==> src/rtl/econet_rx_frame_reader.sv <==
// econet_rx_frame_reader
// Reads a good frame out of the circular Econet receive buffer and streams it
// as bytes with a valid/ready handshake. It also clears the buffer's
// frame-valid flag and keeps saturating drop and overrun counters.
//
// Optional build macro: STRIP_FCS_EN. When it is defined, the two trailing FCS
// bytes are not streamed, and frames of two bytes or fewer are dropped.
//
// Ports:
//   sys_clk, reset_n        clock and asynchronous active-low reset
//   frame_valid             good-frame level from the econet_clk domain
//   frame_start/frame_end   frame byte bounds in the buffer (low CNT_WIDTH bits)
//   buf_select/buf_rd       buffer port select (clears the flag) and read strobe
//   buf_addr/buf_data       buffer word address and read data (1-cycle latency)
//   out_byte/out_valid/
//   out_ready/out_last      byte stream to the consumer
//   abort                   abandon the current frame
//   busy                    high in every state except IDLE
//   drop_cnt/ovr_cnt        saturating drop and overrun counters
module econet_rx_frame_reader #(
    parameter int unsigned BUF_BYTES = 512,
    parameter int unsigned CNT_WIDTH = 9,
    parameter int unsigned MAX_LEN   = 256
) (
    input  logic        sys_clk,
    input  logic        reset_n,
    input  logic        frame_valid,
    input  logic [31:0] frame_start,
    input  logic [31:0] frame_end,
    output logic        buf_select,
    output logic        buf_rd,
    output logic [7:0]  buf_addr,
    input  logic [31:0] buf_data,
    output logic [7:0]  out_byte,
    output logic        out_valid,
    input  logic        out_ready,
    output logic        out_last,
    input  logic        abort,
    output logic        busy,
    output logic [7:0]  drop_cnt,
    output logic [7:0]  ovr_cnt
);

    localparam logic [CNT_WIDTH-1:0] PTR_MASK = CNT_WIDTH'(BUF_BYTES - 1);
`ifdef STRIP_FCS_EN
    localparam logic [CNT_WIDTH-1:0] FCS_LEN  = CNT_WIDTH'(2);
`else
    localparam logic [CNT_WIDTH-1:0] FCS_LEN  = CNT_WIDTH'(0);
`endif

    typedef enum logic [2:0] {
        IDLE   = 3'd0,
        CLEAR  = 3'd1,
        FETCH  = 3'd2,
        WAIT   = 3'd3,
        STREAM = 3'd4
    } state_t;

    state_t                 state_q, state_d;
    logic                   fv_meta_q, fv_sync_q, fv_prev_q;
    logic [CNT_WIDTH-1:0]   ptr_q, ptr_d;
    logic [CNT_WIDTH-1:0]   len_q, len_d;
    logic [CNT_WIDTH-1:0]   rem_q, rem_d;
    logic [31:0]            word_q, word_d;
    logic [7:0]             drop_cnt_q, drop_cnt_d;
    logic [7:0]             ovr_cnt_q, ovr_cnt_d;
    logic                   buf_select_q, buf_select_d;
    logic                   buf_rd_q, buf_rd_d;
    logic [7:0]             buf_addr_q, buf_addr_d;
    logic [7:0]             out_byte_q, out_byte_d;
    logic                   out_valid_q, out_valid_d;
    logic                   out_last_q, out_last_d;
    logic                   busy_q, busy_d;

    logic                   fv_rise_c;
    logic                   accept_c;
    logic                   drop_c;
    logic [CNT_WIDTH-1:0]   len_raw_c;
    logic [CNT_WIDTH-1:0]   ptr_inc_c;
    logic                   unused_c;

    // Only the low CNT_WIDTH bits of the frame bounds address the buffer.
    assign unused_c = ^{frame_start[31:CNT_WIDTH], frame_end[31:CNT_WIDTH]};

    // Byte lane extraction, lane 0 = bits 7:0.
    function automatic logic [7:0] lane_sel(input logic [31:0] w, input logic [1:0] s);
        logic [7:0] b;
        unique case (s)
            2'd0:    b = w[7:0];
            2'd1:    b = w[15:8];
            2'd2:    b = w[23:16];
            default: b = w[31:24];
        endcase
        return b;
    endfunction

    assign fv_rise_c = fv_sync_q & ~fv_prev_q;
    assign accept_c  = (state_q == STREAM) & out_valid_q & out_ready;
    // Modular subtraction makes buffer wrap-around implicit.
    assign len_raw_c = (frame_end[CNT_WIDTH-1:0] - frame_start[CNT_WIDTH-1:0]) & PTR_MASK;
    assign ptr_inc_c = (ptr_q + CNT_WIDTH'(1)) & PTR_MASK;

`ifdef STRIP_FCS_EN
    assign drop_c = (len_q <= CNT_WIDTH'(2)) || (32'(len_q) > MAX_LEN);
`else
    assign drop_c = (len_q == '0) || (32'(len_q) > MAX_LEN);
`endif

    // Next-state, datapath and registered-output logic.
    always_comb begin
        state_d    = state_q;
        ptr_d      = ptr_q;
        len_d      = len_q;
        rem_d      = rem_q;
        word_d     = word_q;
        drop_cnt_d = drop_cnt_q;
        ovr_cnt_d  = ovr_cnt_q;
        out_byte_d = out_byte_q;

        unique case (state_q)
            IDLE: begin
                if (fv_rise_c) begin
                    ptr_d   = frame_start[CNT_WIDTH-1:0];
                    len_d   = len_raw_c;
                    rem_d   = len_raw_c - FCS_LEN;
                    state_d = CLEAR;
                end
            end
            CLEAR: begin
                if (drop_c) begin
                    if (drop_cnt_q != 8'hFF) drop_cnt_d = drop_cnt_q + 8'd1;
                    state_d = IDLE;
                end else begin
                    state_d = FETCH;
                end
            end
            FETCH: begin
                state_d = WAIT;
            end
            WAIT: begin
                word_d     = buf_data;
                out_byte_d = lane_sel(buf_data, ptr_q[1:0]);
                state_d    = STREAM;
            end
            STREAM: begin
                if (accept_c) begin
                    ptr_d = ptr_inc_c;
                    rem_d = rem_q - CNT_WIDTH'(1);
                    if (rem_q == CNT_WIDTH'(1)) begin
                        state_d = IDLE;
                    end else if (ptr_inc_c[1:0] == 2'b00) begin
                        state_d = FETCH;
                    end else begin
                        out_byte_d = lane_sel(word_q, ptr_inc_c[1:0]);
                    end
                end
            end
            default: state_d = IDLE;
        endcase

        // A new frame while one is in flight is only counted.
        if (fv_rise_c && (state_q != IDLE) && (ovr_cnt_q != 8'hFF)) begin
            ovr_cnt_d = ovr_cnt_q + 8'd1;
        end

        if (abort) begin
            state_d    = IDLE;
            drop_cnt_d = drop_cnt_q;
            ovr_cnt_d  = ovr_cnt_q;
        end

        // Outputs are registered from the next state so they align with state_q.
        buf_select_d = (state_d == CLEAR) || (state_d == FETCH);
        buf_rd_d     = (state_d == FETCH);
        buf_addr_d   = (state_d == FETCH) ? 8'(ptr_d >> 2) : buf_addr_q;
        out_valid_d  = (state_d == STREAM);
        out_last_d   = (state_d == STREAM) && (rem_d == CNT_WIDTH'(1));
        busy_d       = (state_d != IDLE);
    end

    // State and datapath registers.
    always_ff @(posedge sys_clk or negedge reset_n) begin
        if (!reset_n) begin
            state_q      <= IDLE;
            fv_meta_q    <= 1'b0;
            fv_sync_q    <= 1'b0;
            fv_prev_q    <= 1'b0;
            ptr_q        <= '0;
            len_q        <= '0;
            rem_q        <= '0;
            word_q       <= '0;
            drop_cnt_q   <= '0;
            ovr_cnt_q    <= '0;
            buf_select_q <= 1'b0;
            buf_rd_q     <= 1'b0;
            buf_addr_q   <= '0;
            out_byte_q   <= '0;
            out_valid_q  <= 1'b0;
            out_last_q   <= 1'b0;
            busy_q       <= 1'b0;
        end else begin
            state_q      <= state_d;
            fv_meta_q    <= frame_valid;
            fv_sync_q    <= fv_meta_q;
            fv_prev_q    <= fv_sync_q;
            ptr_q        <= ptr_d;
            len_q        <= len_d;
            rem_q        <= rem_d;
            word_q       <= word_d;
            drop_cnt_q   <= drop_cnt_d;
            ovr_cnt_q    <= ovr_cnt_d;
            buf_select_q <= buf_select_d;
            buf_rd_q     <= buf_rd_d;
            buf_addr_q   <= buf_addr_d;
            out_byte_q   <= out_byte_d;
            out_valid_q  <= out_valid_d;
            out_last_q   <= out_last_d;
            busy_q       <= busy_d;
        end
    end

    assign buf_select = buf_select_q;
    assign buf_rd     = buf_rd_q;
    assign buf_addr   = buf_addr_q;
    assign out_byte   = out_byte_q;
    assign out_valid  = out_valid_q;
    assign out_last   = out_last_q;
    assign busy       = busy_q;
    assign drop_cnt   = drop_cnt_q;
    assign ovr_cnt    = ovr_cnt_q;

endmodule
==> config.mk <==
export PLATFORM = sky130hd
export DESIGN_NAME = econet_rx_frame_reader
export DESIGN_NICKNAME = d
export VERILOG_FILES = /design/src/rtl/econet_rx_frame_reader.sv
export SDC_FILE = /design/constraint.sdc
export NUM_CORES = 1
export LEC_CHECK = 0
export BUFFER_PORTS_ARGS = -buffer_cell sky130_fd_sc_hd__buf_2
export CAP_MARGIN = 30
export CORE_MARGIN = 5
export CORE_UTILIZATION = 48
export CTS_BUF_LIST = sky130_fd_sc_hd__clkbuf_16
export CTS_CLUSTER_SIZE = 20
export DETAILED_ROUTE_END_ITERATION = 10
export MAX_ROUTING_LAYER = met4
export PLACE_DENSITY_LB_ADDON = 0.25
export SLEW_MARGIN = 25
export SYNTH_ARGS = -nofsm -noshare
export SYNTH_HDL_FRONTEND = slang
export SYNTH_SLANG_ARGS = --single-unit
==> constraint.sdc <==
create_clock -name sys_clk -period 2.2 [get_ports sys_clk]
set_input_delay 0.55 -clock sys_clk [delete_from_list [all_inputs] [get_ports sys_clk]]
set_output_delay 0.55 -clock sys_clk [all_outputs]
set_load 0.02 [all_outputs]
**Word level (Yosys, flattened, before mapping)**

Cells that the tools add are included.

- Output and inout port bits: 37
- Register bits after elaboration: 101

- Bitwise gates (word level): 5
- Multiplexer cells: 19
- Add/subtract/negate cells: 5
- $lt $le $gt $ge: 1
- Equality and inequality tests: 19
- Reduce and logical (&&, ||, !) cells: 18

Operators with widths:

| cell | number |
|---|---|
| $mux W9 | 4 |
| $pmux W9 S2 | 2 |
| $pmux W8 S2 | 2 |
| $mux W8 | 3 |
| $pmux W8 S3 | 1 |
| $eq A9 B1 Y1 const B | 2 |
| $add A8 B1 Y8 const B | 2 |
| $ne A8 B8 Y1 const B | 2 |
| $mux W3 | 5 |
| $pmux W3 S5 | 1 |
| $add A9 B1 Y9 const B | 1 |
| $eq A3 B2 Y1 const B | 3 |
| $gt A9 B9 Y1 const B | 1 |
| $logic_not A9 Y1 | 1 |
| $sub A9 B1 Y9 const B | 1 |
| $sub A9 B9 Y9 | 1 |
| $ne A2 B2 Y1 const B | 4 |
| $reduce_and A4 Y1 | 2 |
| $eq A3 B1 Y1 const B | 2 |
| $eq A3 B3 Y1 const B | 2 |
| $reduce_bool A3 Y1 | 2 |
| $eq A2 B1 Y1 const B | 2 |
| $eq A2 B2 Y1 const B | 2 |
| $logic_not A2 Y1 | 2 |
| other kinds (9) | 17 |

**Longest topological paths before layout**

Gate-level depths: netlist of the first run.

- Depth after elaboration: 9
- Depth in mapped cells: 9
- Mapped depth without buffers: 9

**Least setup slack after synthesis of the first run**

Ideal clock, no wire load.

- Path type: in2reg
- Start point: input port frame_end[0]
- End point: register out_last_q, in the netlist out_last
- Library setup time: 0.101 ns
- Slack: -0.227 ns
- Stages on the path: 9
- Arrival time: 2.326 ns
- Required time: 2.099 ns
- Cell sequence: inv_1 -> ha_1 -> fa_1 -> nand2b_1 -> a21oi_1 -> xnor2_1 -> a222oi_1 -> or3b_1 -> nor4_1

- Longest elaborated chain between the ends: 5

RTL lines:

| item | RTL line | source |
|---|---|---|
| start: declaration | 29 | `input logic [31:0] frame_end,` |
| $sub A9 B9 Y9 | 100 | `assign len_raw_c = (frame_end[CNT_WIDTH-1:0] - frame_start[CNT_WIDTH-1:0]) & PTR_MASK;` |
| $mux W9 | 122 | `if (fv_rise_c) begin` |
| $pmux W9 S2 | 120 | `unique case (state_q)` |
| via rem_d[4] | 63 | `logic [CNT_WIDTH-1:0] rem_q, rem_d;` |
| $eq A9 B1 Y1 | 177 | `out_last_d = (state_d == STREAM) && (rem_d == CNT_WIDTH'(1));` |
| $logic_and A1 B1 Y1 | 177 |  |
| via out_last_d | 72 | `logic out_last_q, out_last_d;` |
| end signal: assignment | 217 | `out_last_q <= out_last_d;` |
| end: declaration | 72 |  |

The timed path passes the listed nets, and every way through them passes these cells.
A chain may end at the register's enable or synchronous reset.

**Worst setup path in the final report of the first run**

- Start point: register len_q[2]
- End point: register drop_cnt_q[7], in the netlist drop_cnt[7]

- Longest elaborated chain between the ends: 3
- Elaborated cells between the ends (all ways): 4
- Classes of those cells: order compare: 1; reduce/logical: 3

RTL lines:

| item | RTL line | source |
|---|---|---|
| start: declaration | 62 | `logic [CNT_WIDTH-1:0] len_q, len_d;` |
| start signal: assignment | 207 | `len_q <= len_d;` |
| $gt A9 B9 Y1 or $logic_not A9 Y1 (tied branches) | 106 | `assign drop_c = (len_q == '0) \|\| (32'(len_q) > MAX_LEN);` |
| $logic_or A1 B1 Y1 (*) | 106 |  |
| $reduce_and A4 Y1 (no source line) (*) | n/a |  |
| end signal: assignment | 210 | `drop_cnt_q <= drop_cnt_d;` |
| end: declaration | 65 | `logic [7:0] drop_cnt_q, drop_cnt_d;` |

Mark *: on every way between the ends. The rest lies on a longest branch, timed or not.

==> results of run 1 <==
## routing by layer
layer | GRT usage [%] | vias to the layer above
met2 | 32.9 | 141
met3 | 3.97 | 33
met1 | 26.8 | 2048
li1 | - | 1943
met5 | - | -
met4 | 8.76 | 0
## final cells by class
class | instances | area [um^2]
fillers | 878 | 3850
repair buffers | 145 | 897
multi-input cells | 320 | 2550
inverters | 21 | 91.3
clock inverters | 7 | 75.1
clock buffers | 9 | 225
well taps | 136 | 170
flip-flops and latches | 93 | 2330
## synthesized netlist by cell type, drive strengths merged, types with 3 or more instances
cell type  number
nor4            4
a221o           4
a21oi          18
a31oi           4
nor3b           4
inv            21
buf             4
nand2          38
nand4          13
a22o            9
o22ai           3
xor2            9
nor2           21
dfrtp          93
mux2i           6
o21ai          24
o211ai         10
a222oi          9
nor3            7
xnor2          13
nand3           8
clkbuf         16
and2            3
ha             18
mux2           43
or3             5
and3            6
a21o           10
## worst min path at each step
| stage | startpoint | end | slack, ps |
|---|---|---|---|
| after detailed placement | fv_meta_q$_DFF_PN0_ | fv_sync_q$_DFF_PN0_ | 340 |
| after CTS | reset_n | word_q[20]$_DFFE_PN0N_ | 270 |
| after floorplan | reset_n | buf_addr[0]$_DFFE_PN0P_ | 250 |
| final | reset_n | word_q[20]$_DFFE_PN0N_ | 240 |
| after global routing | reset_n | word_q[20]$_DFFE_PN0N_ | 280 |
| after global placement | fv_meta_q$_DFF_PN0_ | fv_sync_q$_DFF_PN0_ | 340 |
## placed cells by master, fill, tap and decap left out, types with 3 or more instances in the layout
cell type  Yosys  routed
dfrtp_1       93      92
buf_2          1      88
buf_4          2      53
mux2_2        40      40
nand2_1       38      38
o21ai_0       22      22
inv_1         21      20
nor2_1        20      20
ha_1          18      17
a21oi_1       16      15
nand4_1       13      13
xnor2_1       13      11
a21o_1        10      10
xor2_1         9       9
a222oi_1       9       9
a22o_1         9       9
o211ai_1       9       9
clkbuf_16      0       9
nand3_1        8       7
mux2i_1        6       6
and3_1         6       6
nor3_1         5       4
a31oi_1        4       4
a221o_1        4       4
nor3_2         2       3
and2_1         3       3
nor3b_1        3       3
a21oi_4        1       3
o22ai_1        3       3
or3_1          3       3
mux2_4         0       3
## worst max-delay path, delay by kind of cell, from the launching register on
family                    cells  cell delay, ps
xor gates and xnor gates      1             180
and+or+nand+nor               4            1290
DFF                           1             380
AOI/OAI and AO/OA             1             160
buffers and inverters         1             130
## where the power goes
group          internal [mW]  switching [mW]  total [mW]
Sequential              2.22           0.371        2.59
Clock                  0.884           0.678        1.56
Combinational          0.997            1.08        2.08
Total                   4.10            2.13        6.23
## cells by family (layout without fill, tap and decap cells)
| logic type | after synthesis | after routing |
|---|---|---|
| simple gates | 123 | 123 |
| buf+inv | 41 | 182 |
| xor+xnor | 22 | 22 |
| mux | 49 | 49 |
| compound gates | 106 | 106 |
| fa+ha+maj | 19 | 19 |
| other cells | 1 | 1 |
| flops | 93 | 93 |
## through the flow
stage	hold slack [ps]	utilization, %	setup TNS [ps]
6_report	239	62.2	-74.7
2_1_floorplan	254	-	-34.8
5_1_grt	285	62.2	-621
4_1_cts	269	61.6	0
3_5_place_dp	345	57.9	-1940
3_3_place_gp	335	57.9	-1220
## registers in the layout, summed over array words and instances, names as in the netlist
register / count
buf_addr: 7
buf_rd: 1
buf_select: 1
busy: 1
drop_cnt: 8
fv_meta_q: 1
fv_prev_q: 1
fv_sync_q: 1
len_q: 9
out_byte: 8
out_last: 1
out_valid: 1
ovr_cnt: 8
ptr_q: 9
rem_q: 9
state_q: 3
word_q: 24
## repair_timing
item                       in CTS  in global routing
setup buffers                   3                  3
setup endpoints to repair      13                 18
gates cloned                    0                  0
pin swaps                       9                  6
resized for setup              11                  8
==> out/metrics.yaml, run 1 <==
timing:
  setup_viol: 3
  finClkSkew_ps: 6.28
  rsz0062_at_grt: "yes"
  hold_viol: 0
  max_freq_ghz: 0.447
  final_max_slew_viol_count: 0
  layout_worst_path_cycle_share_pct: 102
  post-route-min-period_ps: 2230
  fin_ws_ps: -34.8
  max_slew_margin_pct: 61.9
  max_slew.worst_pin.slew_ps: 569
clock_tree:
  clk-insertion-delay-late_ps: 350
  cts_tree: "done"
  postCtsHoldBufs: 0
  cts_buffers: 9
  clock-root-buffer: "clkbuf_16"
  cts_max_level: 3
  ctsLongestPathBuffers: 2
  numClockSinks: 93
  clkTransAtPathRegs_ps: 60
drt:
  wl_met1_mm: 5.34
  wl_per_cell_um: 17.0
  wl_met3_um: 659
  wl_met2_mm: 6.02
  route.vias.total: 4165
  dr.pass1.iters: 6
  drt_iter0_markers: 377
  highest_layer: "met4"
  vias_per_cell: 5.70
  drc: 0
  wirelength_mm: 12.4
  postRouteAntennaNets: 0
place:
  placed_cells: 709
  port_buffers: 90
  dp_hpwl_mm: 9.13
  dpl_cell_area_um2: 5890
  gp_congestion: 0.918
  dp_slack_ps: -396
cells_and_area:
  area_growth_pct: 28.5
  final_cells: 731
  drive_above_1_share_pct: 39.0
  stdcell_area_um2: 6340
  diodes: 0
  fin_nets: 710
global_routing:
  grt-ovfl-total: 0
  grt_pass1_vias: 4152
  grt_start_max_net_pins: 94
  antenna_found_initial: 0
  grt_pass1_wl_mm: 20.4
  grtUsageTotal_pct: 21.0
synthesis:
  synth-edff-count: 0
  ys_types: 65
  synthFlopType: "dfrtp_1"
  synthMuxAreaShare_pct: 11.0
  synthSimpleGateAreaFrac_pct: 13.8
  avgSynthCellArea_um2: 10.9
  yosysWarnings: 0
  seq_area_frac_synth_pct: 47.2
  synth-compound-area-share_pct: 15.6
  async_flop_share_pct: 100
  synth_nets: 574
  netlist_area_um2: 4930
  ys_ff_latch: 93
  synth_fa_ha_area_share_pct: 4.97
  synth_top_area_share_pct: 47.2
  synth_top_family_by_area: "compound AO/OA/AOI/OAI gates"
  synth_area_leader_cell: "dfrtp_1"
  synth_xor_area_share_pct: 3.91
  syn_inst: 454
  synthTopCellsByArea: "dfrtp_1 (47%), mux2_2 (9.1%), ha_1 (4.6%), nand2_1 (2.9%), xnor2_1 (2.3%)"
worst_setup_path:
  crit_chain: "or4_4 -> or3_4 -> buf_6 -> a21oi_4 -> nand4_1 -> nor2_1 -> xor2_1"
  worst-r2r-cell-count: 7
  cp-end-kind: "register"
  cp_slowest_stage_delay_ps: 540
  regToRegEndpoint: "drop_cnt[7]$_DFFE_PN0P_"
  timing.rr.start: "len_q[2]$_DFFE_PN0P_"
  crit_end: "drop_cnt[7]$_DFFE_PN0P_"
  crit_required_ps: 2460
  startpoint_type: "register"
  critical_path.startpoint: "len_q[2]$_DFFE_PN0P_"
  worstPathMaxFanout: 4
  slowest_stage: "or4_4"
  cp_data_arrival_time_ps: 2490
  criticalPathCategory: "reg2reg"
  reg2reg_slack_ps: -30
outcome:
  violations: "setup timing"
  status: "finished, violations left"
die:
  die_x_um: 111
  die_area_um2: 12400
  start_util_pct: 48.4
  die_y_um: 111
  core-area_um2: 10200
  std_cell_rows: 37
  io-pin-count: 138
pwr:
  p_per_area_nw_per_um2: 983
  ir_worst_vdd_v: 0.000463
  power.leakage_nw: 3.10
  p_total_mw: 6.23
flow_run:
  max-cap-violations: 0
hold_path:
  hold_path.class: "in2async"
Power figures use the tool's default switching activity.
==> run 2: changes to the inputs <==
--- a/config.mk
+++ b/config.mk
@@ -7,9 +7,9 @@
 export LEC_CHECK = 0
 export BUFFER_PORTS_ARGS = -buffer_cell sky130_fd_sc_hd__buf_2
 export CAP_MARGIN = 30
-export CORE_MARGIN = 5
-export CORE_UTILIZATION = 48
-export CTS_BUF_LIST = sky130_fd_sc_hd__clkbuf_16
+export CORE_MARGIN = 2
+export CORE_UTILIZATION = 49
+export CTS_BUF_LIST = sky130_fd_sc_hd__clkbuf_2 sky130_fd_sc_hd__clkbuf_4 sky130_fd_sc_hd__clkbuf_8
 export CTS_CLUSTER_SIZE = 20
 export DETAILED_ROUTE_END_ITERATION = 10
 export MAX_ROUTING_LAYER = met4
==> out/metrics.yaml, run 2 (synthesis results as in run 1) <==
drt:
  wirelength_mm: 12.0  # was 12.4 mm
  route.vias.total: 4091  # was 4165
  drt_iter0_markers: 288  # was 377
  dr.pass1.iters: 9  # was 6
  postRouteAntennaNets: 0  # unchanged
  drc: 0  # unchanged
  vias_per_cell: 5.60  # was 5.70
  wl_per_cell_um: 16.4  # was 17.0 um
worst_setup_path:
  cp_data_arrival_time_ps: 2450  # was 2490 ps
  cp-end-kind: "register"  # unchanged
  criticalPathCategory: "reg2reg"  # unchanged
  crit_required_ps: 2450  # was 2460 ps
  worstPathMaxFanout: 4  # unchanged
  startpoint_type: "register"  # unchanged
clock_tree:
  postCtsHoldBufs: 0  # unchanged
  ctsLongestPathBuffers: 2  # unchanged
  clock-root-buffer: "clkbuf_8"  # was clkbuf_16
  numClockSinks: 93  # unchanged
  cts_buffers: 9  # unchanged
  cts_tree: "done"  # unchanged
  cts_max_level: 3  # unchanged
  clk-insertion-delay-late_ps: 370  # was 350 ps
  clkTransAtPathRegs_ps: 90  # was 60 ps
timing:
  finClkSkew_ps: 9.02  # was 6.28 ps
  hold_viol: 0  # unchanged
  rsz0062_at_grt: "yes"  # unchanged
  max_slew_margin_pct: 59.3  # was 61.9%
  max_slew.worst_pin.slew_ps: 608  # was 569 ps
  fin_ws_ps: -2.39  # was -34.8 ps
  final_max_slew_viol_count: 0  # unchanged
  max_freq_ghz: 0.454  # was 0.447 GHz
  setup_viol: 2  # was 3
  layout_worst_path_cycle_share_pct: 100  # was 102%
  post-route-min-period_ps: 2200  # was 2230 ps
  timing.hold.ws_ps: 97.0  # was 239 ps
global_routing:
  use_met3_pct: 3.38  # was 3.97%
  antenna_found_initial: 0  # unchanged
  top_usage_layer: "met2"  # unchanged
  grt-ovfl-total: 0  # unchanged
  use_met1_pct: 29.5  # was 26.8%
  grt_util_met2_pct: 35.4  # was 32.9%
  grt_pass1_vias: 3967  # was 4152
  grtUsageTotal_pct: 22.8  # was 21.0%
  grt_start_max_net_pins: 42  # was 94
  grt_pass1_wl_mm: 19.1  # was 20.4 mm
pwr:
  p_per_area_nw_per_um2: 931  # was 983 nW/um^2
  power.leakage_nw: 3.09  # was 3.10 nW
  p_total_mw: 5.85  # was 6.23 mW
  ir_worst_vdd_v: 0.000574  # was 0.000463 V
outcome:
  violations: "setup timing"  # unchanged
  status: "finished, violations left"  # unchanged
die:
  core-area_um2: 9770  # was 10200 um^2
  die_x_um: 104  # was 111 um
  start_util_pct: 50.4  # was 48.4%
  die_y_um: 104  # was 111 um
  std_cell_rows: 36  # was 37
  die_area_um2: 10900  # was 12400 um^2
  io-pin-count: 138  # unchanged
place:
  placed_cells: 708  # was 709
  dp_slack_ps: -385  # was -396 ps
  port_buffers: 90  # unchanged
  gp_congestion: 0.915  # was 0.918
  dp_hpwl_mm: 8.96  # was 9.13 mm
cells_and_area:
  diodes: 0  # unchanged
  largest_register_ff_count: 24  # unchanged
  fill_cells: 798  # was 878
  layout_commonest_cell: "dfrtp_1"  # unchanged
  final_cells: 730  # was 731
  drive_above_1_share_pct: 39.5  # was 39.0%
  top_register: "word_q"  # unchanged
  fin_nets: 713  # was 710
  area_growth_pct: 27.4  # was 28.5%
  final_cell_mix: "dfrtp_1 (92), buf_2 (88), buf_4 (55), nand2_1 (38), mux2_2 (36)"  # was dfrtp_1 (92), buf_2 (88), buf_4 (53), mux2_2 (40), nand2_1 (38)
flow_run:
  max-cap-violations: 0  # unchanged
hold_path:
  hold_path.class: "in2async"  # unchanged
==> run 2: changes by cell type in the layout (fill, tap and decap cells not counted), moves of 4 or more <==
cell / change
clkbuf_16: -9
clkbuf_8: +10
mux2_2: -4
mux2_4: +4
==> run 2: through the flow <==
stage	instance area [um^2]	setup TNS [ps]	utilization (%)
6_report	6280	-3.45	64.3
5_1_grt	6280	-691	64.3
4_1_cts	6170	-53.9	63.1
3_5_place_dp	5910	-2220	60.4
3_3_place_gp	5910	-1630	60.4
2_1_floorplan	4970	-34.8	-
==> run 2: critical path, cell delays in order (launching register included) <==
cell     delay, ps
dfrtp_1        380
or4_4          550
or3_4          420
buf_6          140
a21oi_4        160
buf_4          130
mux2_2         310
==> run 2: path summary, 6_finish.rpt <==
kind,startpoint,endpoint,slack [ps],depth (start not counted)
hold / removal,reset_n,word_q[21]$_DFFE_PN0N_,100,1
max in group asynchronous,reset_n,ptr_q[0]$_DFFE_PN0P_,1550,2
setup / recovery,len_q[7]$_DFFE_PN0P_,drop_cnt[1]$_DFFE_PN0P_,-2,6
min in group sys_clk,frame_valid,fv_meta_q$_DFF_PN0_,300,1
hold reg to reg,fv_meta_q$_DFF_PN0_,fv_sync_q$_DFF_PN0_,350,0
setup reg to reg,len_q[7]$_DFFE_PN0P_,drop_cnt[1]$_DFFE_PN0P_,-2,6
==> run 2: area by class of cell <==
type	count	area, um^2	area share (%)
clock buffers	11	145	2.31
clock inverters	4	48.8	0.777
inverters	21	91.3	1.45
multi-input cells	320	2580	41.0
flip-flops and latches	93	2330	37.1
well taps	133	166	2.65
repair buffers	148	923	14.7
==> run 2: routing by layer <==
metal | wire (um) | vias to the layer above | share of wire [%]
met1 | 5240 | 1959 | 44
li1 | - | 1945 | -
met3 | 674 | 24 | 5.6
met5 | 0 | - | 0
met2 | 5820 | 163 | 49
met4 | 232 | 0 | 1.9
==> run 2: repair_timing <==
item | CTS | global route
pin swaps | 10 | 14
setup buffers | 2 | 5
gates resized for setup | 11 | 17
cloned | 0 | 0
endpoints found under the setup margin | 12 | 20
==> run 2: report_power, final <==
part	internal [mW]	total, mW	switching [mW]
clock network	0.561	1.13	0.573
logic	1.03	2.12	1.09
registers	2.21	2.60	0.386
